[src/rtl/pipelined_subtractor_32bits.sv]
// pipelined_subtractor_32bits
//
// Two-stage pipelined 32-bit unsigned subtractor for the LZ77 match stage.
// It computes match distance = current position - candidate position (- borrow-in)
// and flags whether that distance is a legal Deflate back-reference.
// Stage 1 subtracts the low 16 bits. Stage 2 subtracts the high 16 bits,
// performs the window check and holds the result until the consumer takes it.
//
// Ports
//   clk            single clock, rising edge
//   rst_n          asynchronous, active-low reset
//   in_valid       operand pair present
//   in_ready       block can accept an operand pair this cycle
//   in_a           minuend (current position)
//   in_b           subtrahend (candidate position)
//   in_bi          borrow-in; subtracts an extra 1 when high
//   in_tag         sideband tag, returned unchanged with the result
//   out_valid      result present
//   out_ready      consumer accepts the result this cycle
//   out_diff       (in_a - in_b - in_bi) mod 2^32
//   out_bo         borrow-out, high iff in_a < in_b + in_bi
//   out_in_window  high iff no borrow and 1 <= out_diff <= 2^WINDOW_BITS
//   out_tag        tag of this result
module pipelined_subtractor_32bits #(
    parameter int WINDOW_BITS = 15,
    parameter int TAG_WIDTH   = 8
) (
    input  logic                 clk,
    input  logic                 rst_n,
    input  logic                 in_valid,
    output logic                 in_ready,
    input  logic [31:0]          in_a,
    input  logic [31:0]          in_b,
    input  logic                 in_bi,
    input  logic [TAG_WIDTH-1:0] in_tag,
    output logic                 out_valid,
    input  logic                 out_ready,
    output logic [31:0]          out_diff,
    output logic                 out_bo,
    output logic                 out_in_window,
    output logic [TAG_WIDTH-1:0] out_tag
);

    // Largest legal distance, held at 33 bits so WINDOW_BITS up to 32 still fits.
    localparam logic [32:0] WINDOW_MAX = 33'(1) << WINDOW_BITS;

    // A distance is a legal back-reference only without borrow, non-zero
    // (no self-reference) and no further back than the window size.
    function automatic logic window_check(input logic [31:0] diff, input logic no_borrow);
        return no_borrow && (diff != 32'd0) && ({1'b0, diff} <= WINDOW_MAX);
    endfunction

    // Control
    logic vld_p1;
    logic s2_load;
    logic in_fire;

    assign s2_load  = vld_p1 && (!out_valid || out_ready);
    assign in_ready = !vld_p1 || s2_load;
    assign in_fire  = in_valid && in_ready;

    // ---- Stage 0 -> 1: low half, a + ~b + ~bi ----
    logic [16:0] lo_sum_p0;

    assign lo_sum_p0 = {1'b0, in_a[15:0]} + {1'b0, ~in_b[15:0]} + {16'd0, ~in_bi};

    logic [15:0]          d_lo_p1;
    logic                 c16_p1;
    logic [15:0]          a_hi_p1;
    logic [15:0]          b_hi_p1;
    logic [TAG_WIDTH-1:0] tag_p1;

    always_ff @(posedge clk or negedge rst_n) begin
        if (!rst_n) begin
            vld_p1 <= 1'b0;
        end else if (in_fire) begin
            vld_p1 <= 1'b1;
        end else if (s2_load) begin
            vld_p1 <= 1'b0;
        end
    end

    // Stage-1 data needs no reset: it is only consumed while vld_p1 is set.
    always_ff @(posedge clk) begin
        if (in_fire) begin
            d_lo_p1 <= lo_sum_p0[15:0];
            c16_p1  <= lo_sum_p0[16];
            a_hi_p1 <= in_a[31:16];
            b_hi_p1 <= in_b[31:16];
            tag_p1  <= in_tag;
        end
    end

    // ---- Stage 1 -> 2: high half, window check, output register ----
    logic [16:0] hi_sum_p1;
    logic [31:0] diff_p1;

    assign hi_sum_p1 = {1'b0, a_hi_p1} + {1'b0, ~b_hi_p1} + {16'd0, c16_p1};
    assign diff_p1   = {hi_sum_p1[15:0], d_lo_p1};

    // The output register is fully reset so a cleared port reads all zeros.
    // It only reloads on s2_load, which keeps a stalled result stable.
    always_ff @(posedge clk or negedge rst_n) begin
        if (!rst_n) begin
            out_valid     <= 1'b0;
            out_diff      <= 32'd0;
            out_bo        <= 1'b0;
            out_in_window <= 1'b0;
            out_tag       <= '0;
        end else if (s2_load) begin
            out_valid     <= 1'b1;
            out_diff      <= diff_p1;
            out_bo        <= ~hi_sum_p1[16];
            out_in_window <= window_check(diff_p1, hi_sum_p1[16]);
            out_tag       <= tag_p1;
        end else if (out_valid && out_ready) begin
            out_valid     <= 1'b0;
        end
    end

endmodule
[config.mk]
export PLATFORM = sky130hd
export DESIGN_NAME = pipelined_subtractor_32bits
export DESIGN_NICKNAME = d
export VERILOG_FILES = /design/src/rtl/pipelined_subtractor_32bits.sv
export SDC_FILE = /design/constraint.sdc
export NUM_CORES = 1
export LEC_CHECK = 0
export CAP_MARGIN = 30
export CORE_MARGIN = 8
export CORE_UTILIZATION = 50
export DETAILED_ROUTE_END_ITERATION = 8
export GPL_TIMING_DRIVEN = 0
export PLACE_DENSITY = 0.81
export SLEW_MARGIN = 5
export SYNTH_ARGS = -nofsm -noshare
export SYNTH_HDL_FRONTEND = slang
export SYNTH_SLANG_ARGS = --single-unit
[constraint.sdc]
create_clock -name clk -period 3.3 [get_ports clk]
set_input_delay 0.66 -clock clk [delete_from_list [all_inputs] [get_ports clk]]
set_output_delay 0.66 -clock clk [all_outputs]
set_load 0.1 [all_outputs]
==> results of run 1 <==
[power groups by stage]
stage / registers [mW] / clock network (mW) / logic, mW
floorplan: 2.59 / 0 / 0.447
global placement: 1.65 / 0 / 1.87
detailed placement: 1.66 / 0 / 1.90
CTS: 1.64 / 0.829 / 1.91
global route: 1.66 / 0.877 / 2.02
finish: 1.63 / 0.807 / 1.93
[stage by stage]
step | hold WS [ns] | cell area (sq um) | setup WS [ns] | utilization, % | TNS, ns
2_1_floorplan | 0.364 | 4990 | 0.0877 | - | 0
3_3_place_gp | 0.457 | 6360 | -0.414 | 65.4 | -1.10
3_5_place_dp | 0.463 | 6390 | -0.464 | 65.7 | -1.54
4_1_cts | 0.148 | 6600 | 0.0195 | 67.9 | 0
5_1_grt | 0.154 | 6670 | -0.0460 | 68.5 | -0.0580
6_report | 0.166 | 6670 | 0.00899 | 68.5 | 0
[flip-flops by register name, indices dropped and copies added, names as in the netlist]
| signal | flops |
|---|---|
| out_bo | 1 |
| vld_p1 | 1 |
| b_hi_p1 | 16 |
| c16_p1 | 1 |
| out_tag | 8 |
| out_diff | 32 |
| tag_p1 | 8 |
| d_lo_p1 | 16 |
| out_valid | 1 |
| a_hi_p1 | 16 |
| out_in_window | 1 |
[Yosys cell counts, drive strengths merged (2+ instances only)]
cell / number / area (sq um)
xor2: 6 / 52.6
o21ai: 20 / 104
or3: 3 / 18.8
a21oi: 19 / 95.1
nand2b: 3 / 18.8
ha: 30 / 375
and3: 5 / 32.5
nor2: 15 / 56.3
nor3b: 2 / 15.0
nand3b: 2 / 15.0
a31oi: 5 / 31.3
edfxtp: 57 / 1710
o21a: 7 / 52.6
and2: 2 / 12.5
nand2: 27 / 101
xnor2: 18 / 158
nor3: 7 / 35.0
inv: 43 / 161
fa: 4 / 80.1
a211o: 3 / 27.5
nor2b: 3 / 18.8
a21o: 3 / 22.5
nor4: 4 / 25.0
o21bai: 2 / 18.8
mux2: 31 / 349
o31ai: 3 / 22.5
o211ai: 3 / 22.5
a2111oi: 3 / 26.3
or2: 2 / 12.5
dfrtp: 44 / 1100
clkbuf: 6 / 22.5
nand3: 6 / 30.0
o31a: 2 / 17.5
nand4b: 2 / 17.5
nand4: 3 / 18.8
[routing by layer]
| layer | GRT usage [%] | part of all wire [%] | vias to the layer above |
|---|---|---|---|
| met4 | 4.41 | 1.3 | 0 |
| met1 | 19.2 | 39 | 1755 |
| li1 | - | - | 1741 |
| met5 | 0 | 0 | - |
| met3 | 5.68 | 8.4 | 14 |
| met2 | 31.1 | 51 | 133 |
[how the worst max path moves through the flow]
stage | depth (start not counted) | slack (ns) | startpoint | to
floorplan | 2 | 0.09 | out_valid | a_hi_p1[0]
global placement | 12 | -0.41 | in_a[0] | d_lo_p1[14]
detailed placement | 12 | -0.46 | in_a[0] | d_lo_p1[14]
CTS | 10 | 0.02 | c16_p1 | out_in_window
global route | 12 | -0.05 | in_a[0] | d_lo_p1[14]
finish | 12 | 0.009 | in_a[0] | d_lo_p1[14]
[critical path, cell delays in order]
cell and delay [ns]:
sky130_fd_sc_hd__clkdlybuf4s50_1 0.46, sky130_fd_sc_hd__inv_1 0.05, sky130_fd_sc_hd__fa_2 0.36, sky130_fd_sc_hd__fa_2 0.41, sky130_fd_sc_hd__nor2b_1 0.13, sky130_fd_sc_hd__o21ai_1 0.10
sky130_fd_sc_hd__a21oi_2 0.18, sky130_fd_sc_hd__nor4_1 0.10, sky130_fd_sc_hd__o31ai_1 0.46, sky130_fd_sc_hd__o41ai_2 0.15, sky130_fd_sc_hd__o21a_1 0.22, sky130_fd_sc_hd__xnor2_1 0.13
[area by class of cell]
cell class / count / area, sq um / area share (%)
inverters: 43 / 161 / 2.42
clock inverters: 7 / 80.1 / 1.20
flip-flops and latches: 101 / 2810 / 42.2
well taps: 133 / 166 / 2.50
repair buffers: 125 / 1280 / 19.2
plain buffers: 6 / 22.5 / 0.338
clock buffers: 9 / 124 / 1.86
multi-input cells: 257 / 2020 / 30.3
[cell families after synthesis]
kind of cell | after synthesis | synth area share, %
flip-flops | 101 | 56.4
AO/OA/AOI/OAI | 77 | 10.1
multiplexers | 32 | 7.19
XOR/XNOR | 24 | 4.21
AND/OR/NAND/NOR | 90 | 9.38
adder cells (fa/ha/maj) | 34 | 9.13
buffers and inverters | 49 | 3.69
[timing repair]
item                                   CTS  global route
hold buffers                             0             0
setup endpoints to repair                2             3
pin swaps                                1             6
gates resized for setup                  1             6
endpoints found under the hold margin    0             0
buffers inserted                         0             2
==> impl_metrics.toml, run 1 <==
[run_status]
run_status = "finished clean"

[flow_run]
maxCapViolations = 0

[finish]
nets = 654
final_common_cell = "sky130_fd_sc_hd__clkdlybuf4s50_1"
antenna_cells = 0
syn_to_final_growth_pct = 33.6
layoutNonFillerInstCount = 681
final.fill_count = 744
layout_common_cells = "sky130_fd_sc_hd__clkdlybuf4s50_1, sky130_fd_sc_hd__edfxtp_1, sky130_fd_sc_hd__dfrtp_1"
drive_gt1_share_pct = 12.2

[place]
half_perimeter_wire_length_after_detailed_placement_microns = 8940
globalplace.congestion = 0.821
placed_cells_incl_taps = 662
portBuffers = 120

[setup_path]
worst_r2r_path_depth = 10
r2r_start = "c16_p1"
endpoint_kind = "flop"
worstPathRequired_ns = 3.42
path_class = "in2reg"
critical_path_arrival_ns = 3.41
critical_path.startpoint_type = "input pin"
endpoint_of_the_worst_register_to_register_path = "out_in_window"
crit_fanout = 3
worst-r2r-setup-slack_ns = 0.23

[synth]
synth_async_sr_flop_share_pct = 43.6
yosys_warnings = 0
synth_enable_flop_cells = 57
syn_area_per_cell_sq_um = 12.3
postSynthRegisterBits = 101
postSynthNetCount = 518
synthFlopType = "sky130_fd_sc_hd__edfxtp_1"
syn-instance-count = 407
synth_area_sq_mm = 0.00499
netlist-cell-type-count = 52
synth_sequential_area_ratio_pct = 56.4

[die]
die_outline_area_sq_mm = 0.0134
initial_standard_cell_utilization_of_the_core_pct = 51.3
die_height_microns = 116
die-width_microns = 116
design.core.area_sq_mm = 0.00973
ioPinCount = 121
num_rows = 36

[clocking]
cts_root_buffer = "sky130_fd_sc_hd__clkbuf_8"
cts_made_buffers = 9
clkLatencyLatePin_ns = 0.36
tritoncts_num_sinks = 101
tritoncts = "yes"
cts.htree.levels = 3
clockBufferDepth = 2
worst_setup_hold_path_clk_slew_ns = 0.10

[detailed_routing]
drtIter0Drc = 151
ant_nets = 0
drcViolationCount = 0
num_vias = 3643
drt_first_pass_iters = 6
avgViaCountPerCell = 5.35
average_wire_per_cell_in_the_routed_design_microns = 16.8
wirelength_routed_microns = 11400

[global_route]
grt_first_pass_wirelength_microns = 18200
largest_net_degree_at_the_start_of_global_routing = 36
total_congestion_overflow = 0
track_usage_pct = 17.3
grt_antenna_before_repair = 0
first_global_vias = 3849

[pwr]
power.share.combinational_pct = 44.2
power.density_mw_per_mm2 = 656
vdd_drop_max_v = 0.000307
power.internal_mw = 2.47
leakagePower_nw = 2.71
design_power_total_mw = 4.37
power.share.sequential_pct = 37.4
net-switching-power_mw = 1.90
switching_share_of_power_pct = 43.5
power.clock.fraction_pct = 18.5

[sta]
slew-limit-headroom_pct = 30.6
setup_viol = 0
tightestPinTransition_ns = 1.04
worst_clock_skew_ns = 0.0109
fmaxAchievable_mhz = 304
final_period_minus_worst_setup_slack_ns = 3.29
fin_crit_sh_pct = 99.7
report.final.slew_viol_count = 0
hold_viol = 0

[min_path]
hp-class = "in2async"
Power figures use the tool's default switching activity.
==> run 2, diff against run 1 <==
- CORE_MARGIN: 8 -> 2
==> run 2 against run 1 <==
Effect of this change: final cell count decreased by 0.29%; sequential share of layout area increased by 0.15 points; global-route usage increased by 2.9 points; largest cell class unchanged; die area decreased by 20%; maximum frequency increased by 3.6%; utilization decreased by 0.24 points; via count decreased by 1.8%; sequential cell count unchanged; power decreased by 1.3%; cell area decreased by 0.36%; hold slack improved by 0.11 ns; non-clock buffer count decreased by 2.
==> impl_metrics.toml, run 2 (synthesized netlist as in run 1, its figures left out) <==
[place]
postPlaceCellArea_sq_mm = 0.00640
placed_cells_incl_taps = 662
half_perimeter_wire_length_after_detailed_placement_microns = 8150
dp_slack_ns = -0.511
globalplace.congestion = 0.840
portBuffers = 120

[clocking]
clockBufferDepth = 2
tritoncts = "yes"
tritoncts_num_sinks = 101
clkLatencyLatePin_ns = 0.36
cts_made_buffers = 9
cts.htree.levels = 3
cts_root_buffer = "sky130_fd_sc_hd__clkbuf_8"
worst_setup_hold_path_clk_slew_ns = 0.10

[finish]
largest_register_ff_count = 32
layout_common_cells = "sky130_fd_sc_hd__clkdlybuf4s50_1, sky130_fd_sc_hd__edfxtp_1, sky130_fd_sc_hd__dfrtp_1"
layoutNonFillerInstCount = 679
final_common_cell = "sky130_fd_sc_hd__clkdlybuf4s50_1"
nets = 652
syn_to_final_growth_pct = 33.1
final_area_sq_mm = 0.00664
antenna_cells = 0
finalCoreUtilization_pct = 68.3
drive_gt1_share_pct = 12.3
largest_register = "out_diff"

[sta]
fin_ws_ns = 0.124
hold-worst-slack_ns = 0.274
worst_clock_skew_ns = 0.00781
final_period_minus_worst_setup_slack_ns = 3.18
fin_crit_sh_pct = 96.3
tightestPinTransition_ns = 1.02
setup_viol = 0
report.final.slew_viol_count = 0
hold_viol = 0
rsz0062_at_grt = "no"
fmaxAchievable_mhz = 315
slew-limit-headroom_pct = 31.8

[setup_path]
r2r_start = "a_hi_p1[4]"
worstPathRequired_ns = 3.42
crit_fanout = 3
critical_path.startpoint_type = "input pin"
worst_r2r_path_depth = 9
worst-r2r-setup-slack_ns = 0.26
critical_path_arrival_ns = 3.30
path_class = "in2reg"
endpoint_kind = "flop"
endpoint_of_the_worst_register_to_register_path = "out_in_window"

[pwr]
power.share.combinational_pct = 44.1
power.internal_mw = 2.43
leakagePower_nw = 2.70
vdd_drop_max_v = 0.000296
switching_share_of_power_pct = 43.8
net-switching-power_mw = 1.89
power.density_mw_per_mm2 = 650
power.share.sequential_pct = 37.9
power.clock.fraction_pct = 18.1

[die]
num_rows = 36
initial_standard_cell_utilization_of_the_core_pct = 51.3
die_outline_area_sq_mm = 0.0108
design.core.area_sq_mm = 0.00973
ioPinCount = 121
die-width_microns = 104
die_height_microns = 104

[global_route]
total_congestion_overflow = 0
grt_first_pass_wirelength_microns = 17400
largest_net_degree_at_the_start_of_global_routing = 36
track_usage_pct = 20.1
first_global_vias = 3782
grt_antenna_before_repair = 0

[detailed_routing]
avgViaCountPerCell = 5.27
wirelength_routed_microns = 10500
drt_first_pass_iters = 5
drtIter0Drc = 154
drcViolationCount = 0
num_vias = 3578
average_wire_per_cell_in_the_routed_design_microns = 15.5
ant_nets = 0

[run_status]
run_status = "finished clean"

[min_path]
hp-class = "in2async"

[flow_run]
maxCapViolations = 0
==> run 2: cell count changes in the layout (fill, tap and decap cells not counted) <==
cell	delta
sky130_fd_sc_hd__buf_4	-1
sky130_fd_sc_hd__nor2b_1	-1
sky130_fd_sc_hd__nor2b_2	+1
sky130_fd_sc_hd__a21oi_2	+1
sky130_fd_sc_hd__a21oi_1	-1
sky130_fd_sc_hd__bufinv_16	-1
sky130_fd_sc_hd__buf_12	-1
sky130_fd_sc_hd__inv_8	+1
sky130_fd_sc_hd__clkbuf_16	+1
sky130_fd_sc_hd__inv_6	-1
==> run 2: final cells by class <==
class / instances / area, sq um
buffer: 6 / 22.5
clock buffer: 10 / 149
clock inverter: 6 / 52.6
fill: 710 / 3090
inverter: 43 / 161
multi-input combinational: 257 / 2030
sequential: 101 / 2810
tap: 133 / 166
timing repair buffer: 123 / 1250
==> run 2: per-layer routing <==
layer / wire (microns) / track usage, % / vias up
met5: 0 / 0 / -
met3: 790 / 5.26 / 12
met4: 112 / 6.27 / 0
met2: 5540 / 37.3 / 128
met1: 4080 / 22.6 / 1696
li1: - / - / 1742
==> run 2: repair_timing <==
action | 4_1_cts | 5_1_grt
setup endpoints to repair | 3 | 3
hold buffers | 0 | 0
buffers inserted | 0 | 1
pin swaps | 1 | 3
resized for setup | 2 | 7
endpoints found under the hold margin | 0 | 0
cloned | 0 | 0
==> run 2: power groups by stage <==
stage	logic (mW)	clock network, mW	registers, mW
global placement	1.86	0	1.66
detailed placement	1.89	0	1.67
global route	1.99	0.842	1.66
floorplan	0.447	0	2.59
CTS	1.90	0.798	1.64
finish	1.90	0.779	1.64
==> run 2: critical path: stages <==
cell and delay [ns]:
sky130_fd_sc_hd__clkdlybuf4s50_1 0.46, sky130_fd_sc_hd__inv_1 0.06, sky130_fd_sc_hd__fa_2 0.40, sky130_fd_sc_hd__fa_2 0.37, sky130_fd_sc_hd__nor2b_2 0.12, sky130_fd_sc_hd__o21ai_1 0.08
sky130_fd_sc_hd__a21oi_2 0.19, sky130_fd_sc_hd__nor4_1 0.09, sky130_fd_sc_hd__o31ai_1 0.27, sky130_fd_sc_hd__buf_4 0.17, sky130_fd_sc_hd__o41ai_2 0.07, sky130_fd_sc_hd__o21a_1 0.22
sky130_fd_sc_hd__xnor2_1 0.13
==> run 2: worst max path at each step <==
stage               startpoint     endpoint  slack, ns  cells past startpoint
floorplan            out_valid   a_hi_p1[0]       0.09                      2
global placement       in_a[0]  d_lo_p1[14]      -0.41                     12
detailed placement     in_a[0]  d_lo_p1[14]      -0.51                     12
CTS                    in_a[0]  d_lo_p1[14]      0.003                     12
global route           in_a[0]  d_lo_p1[14]      0.004                     13
finish                 in_a[0]  d_lo_p1[14]       0.12                     13
==> run 2: stage by stage <==
stage               power (mW)  TNS, ns
global placement          3.51    -1.11
detailed placement        3.55    -1.56
finish                    4.32        0
floorplan                 3.03        0
global route              4.50        0
CTS                       4.33        0
==> run 3, diff against run 2 <==
- ABC_AREA: unset -> 1
- CORE_UTILIZATION: 50 -> 51
==> run 3 against run 2 <==
Effect of this change: critical path depth down 9; wire length up 16%; global-route usage up 2.6 points; maximum frequency up 3.2%; largest cell class unchanged; sequential power up 5%.
==> impl_metrics.toml, run 3 <==
[run_status]
run_status = "finished clean"

[pwr]
power.clock.fraction_pct = 14.6
net-switching-power_mw = 2.40
power.share.combinational_pct = 50.4
power.internal_mw = 2.53
power.density_mw_per_mm2 = 715
power.share.sequential_pct = 35.0
leakagePower_nw = 3.17
vdd_drop_max_v = 0.000356
switching_share_of_power_pct = 48.7
design_power_total_mw = 4.93

[synth]
netlist-cell-type-count = 30
postSynthNetCount = 681
synthMostInstantiatedCell = "sky130_fd_sc_hd__nand2_1"
synth_async_sr_flop_share_pct = 43.6
synth.top_cells.by_area = "sky130_fd_sc_hd__edfxtp_1, sky130_fd_sc_hd__dfrtp_1, sky130_fd_sc_hd__nand2_1"
ys_top_cells_by_count = "sky130_fd_sc_hd__nand2_1, sky130_fd_sc_hd__inv_1, sky130_fd_sc_hd__edfxtp_1"
syn_area_per_cell_sq_um = 9.17
synth_sequential_area_ratio_pct = 53.8
synth_enable_flop_cells = 57
synthDominantCellAreaShare_pct = 32.8
yosysTopAreaCell = "sky130_fd_sc_hd__edfxtp_1"
synth_area_sq_mm = 0.00523
syn-instance-count = 570
synthFlopType = "sky130_fd_sc_hd__edfxtp_1"
yosys_warnings = 0
postSynthRegisterBits = 101

[finish]
syn_to_final_growth_pct = 31.9
final.fill_count = 753
final_common_cell = "sky130_fd_sc_hd__nand2_1"
largest_register = "out_diff"
largest_register_ff_count = 32
nets = 817
multiInputGateArea_sq_mm = 0.00208
final-seq-area_sq_mm = 0.00281
finalCoreUtilization_pct = 69.9
layout_common_cells = "sky130_fd_sc_hd__nand2_1, sky130_fd_sc_hd__clkdlybuf4s50_1, sky130_fd_sc_hd__inv_1"
drive_gt1_share_pct = 6.05
antenna_cells = 0
final_area_sq_mm = 0.00689

[setup_path]
critical_path_arrival_ns = 2.42
worstPathRequired_ns = 2.64
critical_path.startpoint_type = "input pin"
crit_fanout = 3
endpoint_kind = "output pin"
path_class = "in2out"

[clocking]
cts_hold_buffers = 0
tritoncts_num_sinks = 101
cts.repair_timing.setup_buffer_count = 0
cts_root_buffer = "sky130_fd_sc_hd__clkbuf_8"
tritoncts = "yes"
cts.htree.levels = 3
post_cts_resize_count = 0
cts_made_buffers = 9
clockBufferDepth = 2
worst_setup_hold_path_clk_slew_ns = 0.10
clkLatencyLatePin_ns = 0.38

[detailed_routing]
ant_nets = 0
num_vias = 4299
wirelength_routed_microns = 12300
avgViaCountPerCell = 5.09
drtIter0Drc = 187
drt_first_pass_iters = 4
drcViolationCount = 0
average_wire_per_cell_in_the_routed_design_microns = 14.5

[die]
ioPinCount = 121
initial_standard_cell_utilization_of_the_core_pct = 53.0
num_rows = 36
die_height_microns = 105
die-width_microns = 105
die_outline_area_sq_mm = 0.0111
design.core.area_sq_mm = 0.00986

[place]
postPlaceCellArea_sq_mm = 0.00663
dp_slack_ns = 0.0238
half_perimeter_wire_length_after_detailed_placement_microns = 9700
globalplace.congestion = 0.905
portBuffers = 120

[sta]
fin_ws_ns = 0.221
setup_viol = 0
worst_clock_skew_ns = 0.0136
fin_crit_sh_pct = 93.3
rsz0062_at_grt = "no"
final_period_minus_worst_setup_slack_ns = 3.08
report.final.slew_viol_count = 0
fin_tns_setup_ns = 0
fmaxAchievable_mhz = 325
slew-limit-headroom_pct = 31.9
tightestPinTransition_ns = 1.02
hold_viol = 0

[global_route]
use_met1_pct = 25.3
total_congestion_overflow = 0
first_global_vias = 4340
global_route.peak_usage_layer = "met2"
globalRouteMet3Util_pct = 5.32
grt.met2_usage_pct = 41.2
grt_first_pass_wirelength_microns = 19800
track_usage_pct = 22.7
grt_antenna_before_repair = 0
largest_net_degree_at_the_start_of_global_routing = 32

[min_path]
hp-class = "in2async"

[flow_run]
maxCapViolations = 0
-- run 3: path summary, 6_finish.rpt --
path / slack [ns] / from / to / depth (start not counted)
setup / recovery: 0.22 / out_ready / in_ready / 4
hold / removal: 0.17 / rst_n / out_tag[7] / 1
setup reg to reg: 0.84 / c16_p1 / out_in_window / 12
hold reg to reg: 0.45 / tag_p1[5] / out_tag[5] / 2
max in group asynchronous: 2.62 / rst_n / out_diff[20] / 2
min in group clk: 0.45 / tag_p1[5] / out_tag[5] / 2
-- run 3: metrics by stage --
stage,hold WS [ns],cells
2_1_floorplan,0.364,570
5_1_grt,0.179,844
6_report,0.175,844
3_3_place_gp,0.422,823
4_1_cts,0.178,841
3_5_place_dp,0.441,825
-- run 3: worst max-delay path: stages --
cell and delay (ns):
sky130_fd_sc_hd__clkdlybuf4s50_1 0.47, sky130_fd_sc_hd__inv_1 0.07, sky130_fd_sc_hd__nand3_2 0.08, sky130_fd_sc_hd__clkdlybuf4s50_1 1.14
-- run 3: cell families after synthesis --
logic type,Yosys count,share of synthesized area (%)
compound gates,74,8.04
flops,101,53.8
buf+inv,89,6.42
simple gates,256,20.3
fa+ha+maj,34,8.71
xor+xnor,16,2.68
-- run 3: area by class of cell --
class                      instances  area share (%)
clock inverter                     6           0.726
inverter                          81            4.41
timing repair buffer             125            19.1
multi-input combinational        380            30.2
sequential                       101            40.8
clock buffer                      10            1.85
tap                              133            2.41
buffer                             8           0.454
-- run 3: routing by layer --
metal	wire length [microns]	vias up
li1	-	2125
met1	4910	2043
met2	6360	116
met3	771	15
met4	205	0
met5	0	-
-- run 3: power groups by stage --
stage / Sequential [mW] / Clock (mW) / Combinational [mW]
after global routing: 1.75 / 0.781 / 2.62
after global placement: 1.75 / 0 / 2.37
after detailed placement: 1.75 / 0 / 2.41
after CTS: 1.72 / 0.734 / 2.42
after floorplan: 2.94 / 0 / 0.544
final: 1.73 / 0.718 / 2.49
